<file path="src/rtl/pov_spi_rx_if.sv">
// Point-of-view SPI receiver bundle: host-side SPI/tick inputs
// and the committed fixed-point view record with status flags.
interface pov_spi_rx_if #(
    parameter int QM = 6,
    parameter int QN = 10
);
    localparam int W = QM + QN;

    logic         sclk;
    logic         ss_n;
    logic         mosi;
    logic         tick;
    logic [W-1:0] playerX;
    logic [W-1:0] playerY;
    logic [W-1:0] facingX;
    logic [W-1:0] facingY;
    logic [W-1:0] vplaneX;
    logic [W-1:0] vplaneY;
    logic         pov_load;
    logic         pov_pending;
    logic         busy;
    logic         frame_err;

    modport master (
        output sclk, ss_n, mosi, tick,
        input  playerX, playerY, facingX, facingY, vplaneX, vplaneY,
        input  pov_load, pov_pending, busy, frame_err
    );

    modport slave (
        input  sclk, ss_n, mosi, tick,
        output playerX, playerY, facingX, facingY, vplaneX, vplaneY,
        output pov_load, pov_pending, busy, frame_err
    );
endinterface

</file>
<file path="src/rtl/pov_spi_rx.sv">
// Mode-0 SPI slave receiving a six-word view record, double-buffered
// so a finished frame only reaches the outputs on the frame tick.
module pov_spi_rx #(
    parameter int QM = 6,
    parameter int QN = 10
) (
    input  logic          clk,
    input  logic          reset,
    pov_spi_rx_if.slave   bus
);
    localparam int W  = QM + QN;
    localparam int FW = 6 * W;
    localparam int CW = $clog2(FW + 2);

    typedef enum logic [1:0] {
        DISARMED = 2'd0,
        IDLE     = 2'd1,
        SHIFT    = 2'd2
    } state_t;

    state_t        state;
    state_t        nxt;
    logic [2:0]    sclk_q;
    logic [1:0]    ss_q;
    logic [1:0]    mosi_q;
    logic [FW-1:0] shift;
    logic [CW-1:0] bitcnt;
    logic [FW-1:0] pend;
    logic          pend_v;
    logic [FW-1:0] pov;
    logic          load_q;

    logic ss_hi;
    logic sclk_rise;
    logic busy;
    logic shift_en;
    logic frame_ok;
    logic frame_bad;

    assign ss_hi     = ss_q[1];
    assign sclk_rise = sclk_q[1] & ~sclk_q[2];

    // ss_n sync resets low so the host must be seen idle before arming
    always_ff @(posedge clk or posedge reset) begin
        if (reset) begin
            sclk_q <= '0;
            ss_q   <= '0;
            mosi_q <= '0;
        end else begin
            sclk_q <= {sclk_q[1:0], bus.sclk};
            ss_q   <= {ss_q[0], bus.ss_n};
            mosi_q <= {mosi_q[0], bus.mosi};
        end
    end

    always_ff @(posedge clk or posedge reset) begin
        if (reset) state <= DISARMED;
        else       state <= nxt;
    end

    always_comb begin
        nxt = state;
        unique case (state)
            DISARMED: if (ss_hi)  nxt = IDLE;
            IDLE:     if (!ss_hi) nxt = SHIFT;
            SHIFT:    if (ss_hi)  nxt = IDLE;
            default:              nxt = DISARMED;
        endcase
    end

    always_comb begin
        busy      = (state == SHIFT);
        shift_en  = busy & ~ss_hi & sclk_rise;
        frame_ok  = busy & ss_hi & (bitcnt == CW'(FW));
        frame_bad = busy & ss_hi & (bitcnt != CW'(FW));
    end

    // Commit reads the old buffer; a frame finishing on the same edge waits
    always_ff @(posedge clk or posedge reset) begin
        if (reset) begin
            shift  <= '0;
            bitcnt <= '0;
            pend   <= '0;
            pend_v <= 1'b0;
            pov    <= '0;
            load_q <= 1'b0;
        end else begin
            load_q <= bus.tick & pend_v;
            if (bus.tick && pend_v) begin
                pov    <= pend;
                pend_v <= 1'b0;
            end
            if (frame_ok) begin
                pend   <= shift;
                pend_v <= 1'b1;
            end
            if (state == IDLE) begin
                bitcnt <= '0;
            end else if (shift_en) begin
                shift <= {shift[FW-2:0], mosi_q[1]};
                if (bitcnt != CW'(FW + 1))
                    bitcnt <= bitcnt + 1'b1;
            end
        end
    end

    assign bus.playerX     = pov[6*W-1 -: W];
    assign bus.playerY     = pov[5*W-1 -: W];
    assign bus.facingX     = pov[4*W-1 -: W];
    assign bus.facingY     = pov[3*W-1 -: W];
    assign bus.vplaneX     = pov[2*W-1 -: W];
    assign bus.vplaneY     = pov[W-1 -: W];
    assign bus.pov_load    = load_q;
    assign bus.pov_pending = pend_v;
    assign bus.busy        = busy;
    assign bus.frame_err   = frame_bad;
endmodule

</file>
<file path="src/flat_wrapper.sv">
// flat-port wrapper written by rule: the top's interface ports become plain ports
module pov_spi_rx_flat 
#(
    parameter int QM = 6,
    parameter int QN = 10
)
  (clk, reset, bus_sclk, bus_ss_n, bus_mosi, bus_tick, bus_playerX, bus_playerY, bus_facingX, bus_facingY, bus_vplaneX, bus_vplaneY, bus_pov_load, bus_pov_pending, bus_busy, bus_frame_err);
  pov_spi_rx_if #(.QM(QM), .QN(QN)) bus_i ();
  input  logic clk;
  input  logic reset;
  input wire logic [$bits(bus_i.sclk)-1:0] bus_sclk;
  input wire logic [$bits(bus_i.ss_n)-1:0] bus_ss_n;
  input wire logic [$bits(bus_i.mosi)-1:0] bus_mosi;
  input wire logic [$bits(bus_i.tick)-1:0] bus_tick;
  output wire logic [$bits(bus_i.playerX)-1:0] bus_playerX;
  output wire logic [$bits(bus_i.playerY)-1:0] bus_playerY;
  output wire logic [$bits(bus_i.facingX)-1:0] bus_facingX;
  output wire logic [$bits(bus_i.facingY)-1:0] bus_facingY;
  output wire logic [$bits(bus_i.vplaneX)-1:0] bus_vplaneX;
  output wire logic [$bits(bus_i.vplaneY)-1:0] bus_vplaneY;
  output wire logic [$bits(bus_i.pov_load)-1:0] bus_pov_load;
  output wire logic [$bits(bus_i.pov_pending)-1:0] bus_pov_pending;
  output wire logic [$bits(bus_i.busy)-1:0] bus_busy;
  output wire logic [$bits(bus_i.frame_err)-1:0] bus_frame_err;
  assign bus_i.sclk = bus_sclk;
  assign bus_i.ss_n = bus_ss_n;
  assign bus_i.mosi = bus_mosi;
  assign bus_i.tick = bus_tick;
  assign bus_playerX = bus_i.playerX;
  assign bus_playerY = bus_i.playerY;
  assign bus_facingX = bus_i.facingX;
  assign bus_facingY = bus_i.facingY;
  assign bus_vplaneX = bus_i.vplaneX;
  assign bus_vplaneY = bus_i.vplaneY;
  assign bus_pov_load = bus_i.pov_load;
  assign bus_pov_pending = bus_i.pov_pending;
  assign bus_busy = bus_i.busy;
  assign bus_frame_err = bus_i.frame_err;
  pov_spi_rx #(.QM(QM), .QN(QN)) u_core (.clk(clk), .reset(reset), .bus(bus_i));
endmodule
</file>
<file path="config.mk">
export PLATFORM = sky130hd
export DESIGN_NAME = pov_spi_rx_flat
export DESIGN_NICKNAME = d
export VERILOG_FILES = /design/src/rtl/pov_spi_rx_if.sv /design/src/rtl/pov_spi_rx.sv /design/src/flat_wrapper.sv
export SDC_FILE = /design/constraint.sdc
export NUM_CORES = 1
export LEC_CHECK = 0
export BUFFER_PORTS_ARGS = -buffer_cell sky130_fd_sc_hd__buf_4
export CORE_MARGIN = 2
export CORE_UTILIZATION = 55
export CTS_BUF_LIST = sky130_fd_sc_hd__clkbuf_4 sky130_fd_sc_hd__clkbuf_8
export DETAILED_ROUTE_END_ITERATION = 8
export GPL_TIMING_DRIVEN = 0
export HOLD_SLACK_MARGIN = 0.15
export PLACE_DENSITY = 0.74
export SKIP_LAST_GASP = 1
export SYNTH_ARGS = -nofsm -noshare
export SYNTH_HDL_FRONTEND = slang
export SYNTH_SLANG_ARGS = --single-unit
</file>
<file path="constraint.sdc">
create_clock -name clk -period 12.95 [get_ports clk]
set_input_delay 2.59 -clock clk [delete_from_list [all_inputs] [get_ports clk]]
set_output_delay 2.59 -clock clk [all_outputs]
set_load 0.005 [all_outputs]
</file>
==> flow_metrics.env, run 1 <==
export IMPL_switching_share=0.206
export IMPL_antenna_found_initial=0
export IMPL_cts_resized=0
export IMPL_cts_hold_buf=0
export IMPL_pwr_share_clk=0.464
export IMPL_avgSynthCellArea_sq_um=16.8
export IMPL_critPathKind="flip-flop to output port"
export IMPL_insertion_delay_ns=0.54
export IMPL_hold_path_class="flip-flop to flip-flop"
export IMPL_syn_cell_area_sq_um=11400
export IMPL_dp_final_hpwl_mm=12.7
export IMPL_initial_core_util=0.563
export IMPL_grt_max_degree=132
export IMPL_final_nets=848
export IMPL_vias=5985
export IMPL_end_kind="output port"
export IMPL_fmax_mhz=223
export IMPL_viasPerCell=5.22
export IMPL_dp_cells=1058
export IMPL_cts_clk_slew_worst_paths_ns=0.06
export IMPL_route_antenna_remaining_nets=0
export IMPL_grt_pass1_wl_mm=33.3
export IMPL_power_switching_mw=0.380
export IMPL_root_buffer="clkbuf_8"
export IMPL_grt_overflow_total=0
export IMPL_skew_ns=0.0133
export IMPL_grt_usage=0.188
export IMPL_fin_crit_sh=0.347
export IMPL_setup_viol=0
export IMPL_final_cell_mix="dfrtp_1, mux2_2, buf_4"
export IMPL_cp_required_ns=10.36
export IMPL_syn_inst=681
export IMPL_cp_max_fo=7
export IMPL_numCtsBuffers=49
export IMPL_syn_nets=690
export IMPL_drv_cap=0
export IMPL_wl_mm=19.5
export IMPL_yosysWarnings=0
export IMPL_power_density_nw_per_um2=135
export IMPL_leakagePower_nw=7.33
export IMPL_seqPwrFrac=0.520
export IMPL_worstPathArrival_ns=1.90
export IMPL_core_rowCount=52
export IMPL_post_cts_buffers=0
export IMPL_drt_iter0_drc=307
export IMPL_ios=106
export IMPL_syn2layout_area_growth_pct=19.7
export IMPL_die_area_sq_um=21900
export IMPL_core_sq_um=20300
export IMPL_finalPower_mw=1.85
export IMPL_cts_tree="done"
export IMPL_place_congestion=0.762
export IMPL_yosys_cell_types_count=34
export IMPL_relSlewSlack=0.541
export IMPL_grt_pass1_vias=6562
export IMPL_diodes=0
export IMPL_first_pass_iters=4
export IMPL_drc=0
export IMPL_ys_seq_area_frac=0.670
export IMPL_htreeDepth=2
export IMPL_die_y_microns=148
export IMPL_clock_sinks=306
export IMPL_drive_above_1_share=0.539
export IMPL_hold_viol=0
export IMPL_final_cells=1146
export IMPL_critPathLaunchType="flip-flop"
export IMPL_status="finished, final reports clean"
export IMPL_ir_drop_mv=0.0943
export IMPL_wl_per_cell_microns=17.0
export IMPL_cts_buffer_depth=3
export IMPL_port_buffers=105
export IMPL_min_period_ns=4.49
export IMPL_die_width_microns=148
export IMPL_final_common_cell="dfrtp_1"
export IMPL_rsz0062_at_grt="no"
export IMPL_max_slew_worst_pin_slew_ns=0.688
export IMPL_p_comb_frac=0.016
export IMPL_ys_ff_latch=306
export IMPL_slew_viol_final=0
export IMPL_internal_power_mw=1.47
## kinds of logic after synthesis
kind of cell / synth area share
flip-flops: 0.670
multiplexers: 0.287
buffers and inverters: 0.0149
AND/OR/NAND/NOR: 0.0169
AO/OA/AOI/OAI: 0.00789
adder cells (fa/ha/maj): 0.00329
## critical path, stage by stage (launching register included)
cell and delay [ns]:
dfrtp_1 0.44, or4b_4 0.60, nor2_1 0.12, nor2_1 0.06, buf_4 0.14
## power by group through the flow
stage / registers (mW) / clock network (mW) / logic [mW]
after global routing: 0.962 / 0.929 / 0.0347
after floorplan: 0.979 / 0 / 0.0204
after global placement: 0.979 / 0 / 0.0270
after detailed placement: 0.979 / 0 / 0.0309
final: 0.962 / 0.859 / 0.0293
after CTS: 0.962 / 0.881 / 0.0309
## state kept, by name (all words and copies together) (netlist names)
name / cells
u_core.bus.pov_load: 1
u_core.shift: 96
u_core.mosi_q: 2
u_core.state: 2
u_core.bitcnt: 7
u_core.pov: 96
u_core.pend: 96
u_core.bus.pov_pending: 1
u_core.sclk_q: 3
u_core.ss_q: 2
## path summary, 6_finish.rpt
check | startpoint | to | slack (ns) | cells after the start
worst max-delay path | u_core.bitcnt[2] | bus_frame_err | 8.46 | 4
worst max register to register | u_core.bitcnt[2] | u_core.pend[31] | 10.53 | 5
worst min-delay path | u_core.ss_q[0] | u_core.ss_q[1] | 0.35 | 0
min in group asynchronous | reset | u_core.pov[59] | 2.13 | 2
max in group asynchronous | reset | u_core.pov[20] | 9.74 | 3
worst min register to register | u_core.ss_q[0] | u_core.ss_q[1] | 0.35 | 0
## layout make-up
cell class / instances / area (sq um)
Buffer: 31 / 144
Clock buffer: 84 / 1040
Clock inverter: 4 / 22.5
Fill cell: 1429 / 6620
Inverter: 7 / 33.8
Multi-Input combinational cell: 337 / 3590
Sequential cell: 306 / 7660
Tap cell: 270 / 338
Timing Repair Buffer: 107 / 843
## metrics by stage
stage | utilization | hold WS [ns] | area (sq um) | setup WS, ns | TNS, ns
2_1_floorplan | - | 0.331 | 11400 | 1.90 | 0
3_3_place_gp | 0.618 | 0.332 | 12500 | -0.626 | -181.93
3_5_place_dp | 0.621 | 0.336 | 12600 | 8.21 | 0
4_1_cts | 0.674 | 0.349 | 13700 | 8.42 | 0
5_1_grt | 0.674 | 0.353 | 13700 | 8.36 | 0
6_report | 0.674 | 0.348 | 13700 | 8.46 | 0
## synth_stat cells
cell,count,area [sq um]
a21boi_0,1,7.51
a21o_1,1,7.51
a21oi_1,3,15.0
a311oi_1,1,8.76
and3_1,1,6.26
buf_1,9,33.8
buf_2,10,50.1
buf_4,4,30.0
clkbuf_1,8,30.0
dfrtp_1,306,7660
ha_1,3,37.5
inv_1,7,26.3
mux2_1,29,327
mux2_2,260,2930
mux2i_1,2,20.0
nand2_1,9,33.8
nand2b_1,3,18.8
nand3b_1,1,7.51
nand4b_1,1,8.76
nand4bb_1,2,22.5
nor2_1,3,11.3
nor2b_1,2,12.5
nor3_4,1,16.3
nor3b_1,2,15.0
nor4_1,2,12.5
o211ai_1,1,7.51
o21a_1,1,7.51
o21ai_0,1,5.00
o21bai_1,1,7.51
o31a_1,1,8.76
o31ai_1,2,15.0
or3_1,1,6.26
or4_1,1,7.51
or4b_4,1,13.8
## routing by layer
metal	global-route usage	vias to the layer above	wire length [microns]
met5	0	-	0
met4	0.0514	0	241
met3	0.0482	24	928
met2	0.312	112	9740
met1	0.250	3114	8620
li1	-	2735	-
Note: power is estimated with default switching activity, not from simulation.
==> run 2: changes to the inputs <==
--- a/config.mk
+++ b/config.mk
@@ -5,6 +5,7 @@
 export SDC_FILE = /design/constraint.sdc
 export NUM_CORES = 1
 export LEC_CHECK = 0
+export ABC_AREA = 1
 export BUFFER_PORTS_ARGS = -buffer_cell sky130_fd_sc_hd__buf_4
 export CORE_MARGIN = 2
 export CORE_UTILIZATION = 55
@@ -12,7 +13,7 @@
 export DETAILED_ROUTE_END_ITERATION = 8
 export GPL_TIMING_DRIVEN = 0
 export HOLD_SLACK_MARGIN = 0.15
-export PLACE_DENSITY = 0.74
+export PLACE_DENSITY = 0.77
 export SKIP_LAST_GASP = 1
 export SYNTH_ARGS = -nofsm -noshare
 export SYNTH_HDL_FRONTEND = slang
==> constraint.sdc (replaced) <==
create_clock -name clk -period 4.12 [get_ports clk]
set_input_delay 0.824 -clock clk [delete_from_list [all_inputs] [get_ports clk]]
set_output_delay 0.824 -clock clk [all_outputs]
set_load 0.005 [all_outputs]
==> run 2 against run 1 <==
Combinational power grew to 4.9 times the previous value. Global-route usage increased by 3.6 points. Largest cell class unchanged. Core utilization down 0.25 points. Largest power group unchanged. Clock skew increased by 0.00061 ns.
==> flow_metrics.env, run 2 <==
export IMPL_final_cell_mix="nand2_1, dfrtp_1, buf_4"
export IMPL_max_slew_worst_pin_slew_ns=0.553
export IMPL_r2r_end="u_core.pov[11]"
export IMPL_avgSynthCellArea_sq_um=9.61
export IMPL_path_cells="inv_1 > ha_1 > nand2_2 > nor2_8 > nor3_1 > buf_4"
export IMPL_reg_top3="u_core.pend (96), u_core.pov (96), u_core.shift (96)"
export IMPL_insertion_delay_ns=0.55
export IMPL_final_cells=1681
export IMPL_cts_buffer_depth=3
export IMPL_wl_per_cell_microns=14.1
export IMPL_cp_required_ns=3.30
export IMPL_critPathKind="flip-flop to output port"
export IMPL_whs_ns=0.328
export IMPL_end_kind="output port"
export IMPL_cp_max_fo=8
export IMPL_cts_hold_buf=0
export IMPL_finalInstanceArea_sq_um=14100
export IMPL_final_common_cell="nand2_1"
export IMPL_power_density_nw_per_um2=430
export IMPL_grt_overflow_total=0
export IMPL_synth_edf_count=0
export IMPL_final_nets=1388
export IMPL_slew_viol_final=0
export IMPL_die_area_sq_um=22400
export IMPL_root_buffer="clkbuf_8"
export IMPL_grt_pass1_wl_mm=40.7
export IMPL_fillers=1700
export IMPL_yosys_cell_types_count=24
export IMPL_finalPower_mw=6.04
export IMPL_diodes=0
export IMPL_ys_seq_area_frac=0.655
export IMPL_cts_resized=0
export IMPL_status="finished, final reports clean"
export IMPL_hold_path_class="primary input to asynchronous set/reset pin"
export IMPL_dp_cells=1604
export IMPL_antenna_found_initial=0
export IMPL_cp_slowest_stage_delay_ns=0.42
export IMPL_hold_viol=0
export IMPL_drc=0
export IMPL_syn_nets=1225
export IMPL_setup_slack_ns=1.44
export IMPL_syn2layout_area_growth_pct=20.3
export IMPL_tns_ns=0
export IMPL_post_dp_cell_area_sq_um=13000
export IMPL_ys_ff_latch=306
export IMPL_syn_inst=1216
export IMPL_critPathLaunchType="flip-flop"
export IMPL_yosysTopAreaCell="dfrtp_1"
export IMPL_htreeDepth=2
export IMPL_cp_buffers_inverters=2
export IMPL_die_y_microns=150
export IMPL_crit_family="flip-flops"
export IMPL_min_period_ns=2.68
export IMPL_cts_tree="done"
export IMPL_synth_common_cells="nand2_1, dfrtp_1, inv_1"
export IMPL_grt_usage=0.224
export IMPL_pre_cts_ws_ns=1.58
export IMPL_worstPathArrival_ns=1.86
export IMPL_setup_viol=0
export IMPL_multi_input_area_sq_um=3280
export IMPL_relSlewSlack=0.630
export IMPL_synth_top_area_frac=0.655
export IMPL_grt_pass1_vias=8465
export IMPL_first_pass_iters=7
export IMPL_ys_top_cells_by_area="dfrtp_1, nand2_1, o21ai_0"
export IMPL_ir_drop_mv=0.208
export IMPL_drv_cap=0
export IMPL_place_congestion=0.794
export IMPL_seq_area_sq_um=7660
export IMPL_wl_mm=23.7
export IMPL_core_rowCount=53
export IMPL_cts_clk_slew_worst_paths_ns=0.06
export IMPL_skew_ns=0.0139
export IMPL_crit_slowest_cell="dfrtp_1"
export IMPL_route_antenna_remaining_nets=0
export IMPL_reg2reg_depth=6
export IMPL_fin_crit_sh=0.651
export IMPL_ff2ff_setup_slack_ns=2.11
export IMPL_numCtsBuffers=48
export IMPL_dp_final_hpwl_mm=15.9
export IMPL_vias=8423
export IMPL_synth_main_ff_cell="dfrtp_1"
export IMPL_fmax_mhz=373
export IMPL_synthMostInstantiatedCell="nand2_1"
export IMPL_final_util=0.671
export IMPL_drive_above_1_share=0.189
export IMPL_post_cts_buffers=0
export IMPL_initial_core_util=0.558
export IMPL_grt_max_degree=45
export IMPL_async_reset_ff_frac=1.00
export IMPL_yosysWarnings=0
export IMPL_leakagePower_nw=7.14
export IMPL_viasPerCell=5.01
export IMPL_clock_sinks=306
export IMPL_port_buffers=105
export IMPL_core_sq_um=21000
export IMPL_syn_cell_area_sq_um=11700
export IMPL_die_width_microns=150
export IMPL_rsz0062_at_grt="no"
export IMPL_drt_iter0_drc=501
export IMPL_regToRegStartpoint="u_core.bus.pov_pending"
export IMPL_ios=106
## run 2: kinds of logic (layout without fill, tap and decap cells)
| group | after synthesis | count (layout) | synth area share |
|---|---|---|---|
| AOI/OAI and AO/OA | 190 | 190 | 0.0944 |
| adders and majority gates | 3 | 3 | 0.00321 |
| buffers and inverters | 167 | 357 | 0.0642 |
| DFF | 306 | 306 | 0.655 |
| and+or+nand+nor | 550 | 550 | 0.183 |
## run 2: layout make-up
cell class,count,area share
Buffer,61,0.0251
Clock buffer,64,0.0604
Clock inverter,13,0.0153
Inverter,106,0.0286
Multi-Input combinational cell,743,0.233
Sequential cell,306,0.544
Tap cell,275,0.0245
Timing Repair Buffer,113,0.0685
## run 2: where the power goes
part,switching [mW],leakage (nW),internal [mW]
combinational,0.104,2.34,0.0397
clock,1.14,0.559,1.70
sequential,0.0190,4.24,3.04
total,1.26,7.14,4.78
## run 2: how the worst max path moves through the flow
| stage | start | endpoint | cells past startpoint |
|---|---|---|---|
| after floorplan | reset | u_core.bitcnt[0] | 1 |
| final | u_core.bitcnt[0] | bus_frame_err | 6 |
| after CTS | u_core.bitcnt[0] | bus_frame_err | 6 |
| after global placement | reset | u_core.pov[60] | 2 |
| after global routing | u_core.bitcnt[0] | bus_frame_err | 6 |
| after detailed placement | bus_tick | u_core.pov[14] | 7 |
## run 2: layer usage
layer,share of wire,up-vias,track usage,wire length (microns)
li1,-,4093,-,-
met1,0.45,4128,0.310,10700
met2,0.48,155,0.361,11400
met3,0.043,47,0.0421,1020
met4,0.024,0,0.0759,567
met5,0,-,0,0
==> run 3: changes to the inputs <==
--- a/config.mk
+++ b/config.mk
@@ -5,7 +5,7 @@
 export SDC_FILE = /design/constraint.sdc
 export NUM_CORES = 1
 export LEC_CHECK = 0
-export ABC_AREA = 1
+export ABC_AREA = 0
 export BUFFER_PORTS_ARGS = -buffer_cell sky130_fd_sc_hd__buf_4
 export CORE_MARGIN = 2
 export CORE_UTILIZATION = 55
@@ -13,7 +13,7 @@
 export DETAILED_ROUTE_END_ITERATION = 8
 export GPL_TIMING_DRIVEN = 0
 export HOLD_SLACK_MARGIN = 0.15
-export PLACE_DENSITY = 0.77
+export PLACE_DENSITY = 0.74
 export SKIP_LAST_GASP = 1
 export SYNTH_ARGS = -nofsm -noshare
 export SYNTH_HDL_FRONTEND = slang
==> constraint.sdc (replaced) <==
create_clock -name clk -period 2.6 [get_ports clk]
set_input_delay 0.52 -clock clk [delete_from_list [all_inputs] [get_ports clk]]
set_output_delay 0.52 -clock clk [all_outputs]
set_load 0.005 [all_outputs]
==> run 3 against run 2 <==
Sequential share of layout area rose by 1.3 points. Critical path type is now flip-flop to flip-flop. Routed wire length down 18%. Core utilization is 0.54 points higher. Clock skew grew 0.0088 ns. Setup slack got worse by 1.3 ns. Cell area down 2.3%. Combinational power is 18% higher. Critical endpoint is now u_core.pend[21]. Critical path depth is 1 lower.
==> flow_metrics.env, run 3 (synthesis gave the netlist of run 1 again) <==
export IMPL_top_usage_layer="met2"
export IMPL_grt_pass1_vias=6609
export IMPL_drive_above_1_share=0.537
export IMPL_setup_viol=0
export IMPL_cp_required_ns=3.02
export IMPL_startpoint="u_core.bitcnt[2]"
export IMPL_insertion_delay_ns=0.55
export IMPL_syn2layout_area_growth_pct=20.3
export IMPL_antenna_found_initial=0
export IMPL_wl_mm=19.4
export IMPL_path_cells="or4b_4 > nor3_4 > buf_4 > buf_4 > mux2_1"
export IMPL_cts_buffer_depth=3
export IMPL_vias=5984
export IMPL_met1_usage=0.253
export IMPL_tns_ns=0
export IMPL_port_buffers=105
export IMPL_clock_sinks=306
export IMPL_reg2reg_depth=5
export IMPL_skew_ns=0.0227
export IMPL_crit_top_cell="buf_4"
export IMPL_die_y_microns=148
export IMPL_route_antenna_remaining_nets=0
export IMPL_fmax_mhz=408
export IMPL_cts_hold_buf=4
export IMPL_grt_overflow_total=0
export IMPL_worstSetupEndpoint="u_core.pend[21]"
export IMPL_drt_iter0_drc=144
export IMPL_grt_usage=0.187
export IMPL_relSlewSlack=0.519
export IMPL_post_cts_buffers=0
export IMPL_grt_pass1_wl_mm=33.2
export IMPL_leakagePower_nw=7.35
export IMPL_slew_viol_final=0
export IMPL_dp_final_hpwl_mm=13.3
export IMPL_cts_clk_slew_worst_paths_ns=0.06
export IMPL_end_kind="flip-flop"
export IMPL_finalInstanceArea_sq_um=13700
export IMPL_initial_core_util=0.563
export IMPL_die_width_microns=148
export IMPL_place_congestion=0.796
export IMPL_power_density_nw_per_um2=655
export IMPL_status="finished, final reports clean"
export IMPL_worstPathArrival_ns=2.87
export IMPL_ios=106
export IMPL_final_common_cell="dfrtp_1"
export IMPL_cp_slowest_stage_delay_ns=0.61
export IMPL_wl_per_cell_microns=16.9
export IMPL_fillers=1465
export IMPL_ir_drop_mv=0.412
export IMPL_final_nets=857
export IMPL_max_slew_worst_pin_slew_ns=0.720
export IMPL_final_cell_mix="dfrtp_1, mux2_2, buf_4"
export IMPL_hold_viol=0
export IMPL_crit_slowest_cell="or4b_4"
export IMPL_fin_crit_sh=0.943
export IMPL_min_period_ns=2.45
export IMPL_core_sq_um=20300
export IMPL_setup_slack_ns=0.149
export IMPL_cts_resized=0
export IMPL_diodes=0
export IMPL_reg_top3="u_core.pend (96), u_core.pov (96), u_core.shift (96)"
export IMPL_use_met3=0.0417
export IMPL_drv_cap=0
export IMPL_die_area_sq_um=21900
export IMPL_final_util=0.677
export IMPL_critPathLaunchType="flip-flop"
export IMPL_cp_max_fo=10
export IMPL_core_rowCount=52
export IMPL_cts_tree="done"
export IMPL_grt_max_degree=45
export IMPL_post_dp_cell_area_sq_um=12700
export IMPL_critPathKind="flip-flop to flip-flop"
export IMPL_numCtsBuffers=48
export IMPL_grt_util_met2=0.312
export IMPL_drc=0
export IMPL_htreeDepth=2
export IMPL_ff2ff_setup_slack_ns=0.15
export IMPL_r2r_end="u_core.pend[21]"
export IMPL_root_buffer="clkbuf_8"
export IMPL_viasPerCell=5.20
export IMPL_pre_cts_ws_ns=-0.0809
export IMPL_finalPower_mw=8.99
export IMPL_hold_path_class="primary input to flip-flop"
export IMPL_regToRegStartpoint="u_core.bitcnt[2]"
export IMPL_first_pass_iters=4
export IMPL_rsz0062_at_grt="no"
[run 3: cell types whose count changed in the layout (fill, tap and decap cells not counted), moves of 5 or more]
| cell | before | now |
|---|---|---|
| nand2_1 | 512 | 9 |
| mux2_2 | 0 | 260 |
| o21ai_0 | 98 | 1 |
| inv_1 | 102 | 6 |
| o21ai_1 | 43 | 0 |
| o21ai_2 | 40 | 0 |
| mux2_1 | 0 | 29 |
| clkbuf_1 | 30 | 8 |
| nand3_1 | 17 | 0 |
| buf_6 | 15 | 0 |
| clkbuf_4 | 5 | 19 |
| nor2_1 | 11 | 3 |
| bufinv_16 | 6 | 0 |
| a21oi_1 | 8 | 3 |
[run 3: where the power goes]
part | total (mW) | switching [mW] | internal, mW
registers | 4.79 | 0.0117 | 4.78
logic | 0.170 | 0.116 | 0.0537
clock network | 4.03 | 1.73 | 2.31
[run 3: how the worst min path moves through the flow]
stage                                start                     end  slack [ns]  cells after the start
after floorplan           u_core.mosi_q[0]        u_core.mosi_q[1]        0.33                      0
after CTS                         bus_tick  u_core.bus.pov_pending        0.24                      3
after global placement    u_core.sclk_q[0]        u_core.sclk_q[1]        0.33                      0
after detailed placement  u_core.sclk_q[0]        u_core.sclk_q[1]        0.34                      0
after global routing              bus_tick  u_core.bus.pov_pending        0.24                      3
final                             bus_tick  u_core.bus.pov_pending        0.27                      3
[run 3: stage by stage]
stage / std cells / hold slack (ns)
2_1_floorplan: 681 / 0.331
3_3_place_gp: 1056 / 0.333
3_5_place_dp: 1064 / 0.336
4_1_cts: 1151 / 0.240
5_1_grt: 1151 / 0.243
6_report: 1151 / 0.271
[run 3: per-layer routing]
layer | vias to the layer above | routed length [microns]
met3 | 11 | 768
met1 | 3127 | 8660
met2 | 102 | 9810
met4 | 0 | 163
met5 | - | 0
li1 | 2744 | -
[run 3: final cells by class]
class                      instances  area, sq um  area share
multi-input combinational        337         3590       0.262
clock buffer                      78          955      0.0695
inverter                           7         30.0     0.00219
tap                              270          338      0.0246
sequential                       306         7660       0.557
buffer                            31          144      0.0105
timing repair buffer             117          988      0.0720
clock inverter                     5         30.0     0.00219
[run 3: critical path, delay by kind of cell (launching register included)]
family | cells | cell delay [ns]
simple gates | 2 | 1.03
buf+inv | 2 | 0.48
flops | 1 | 0.45
mux | 1 | 0.35
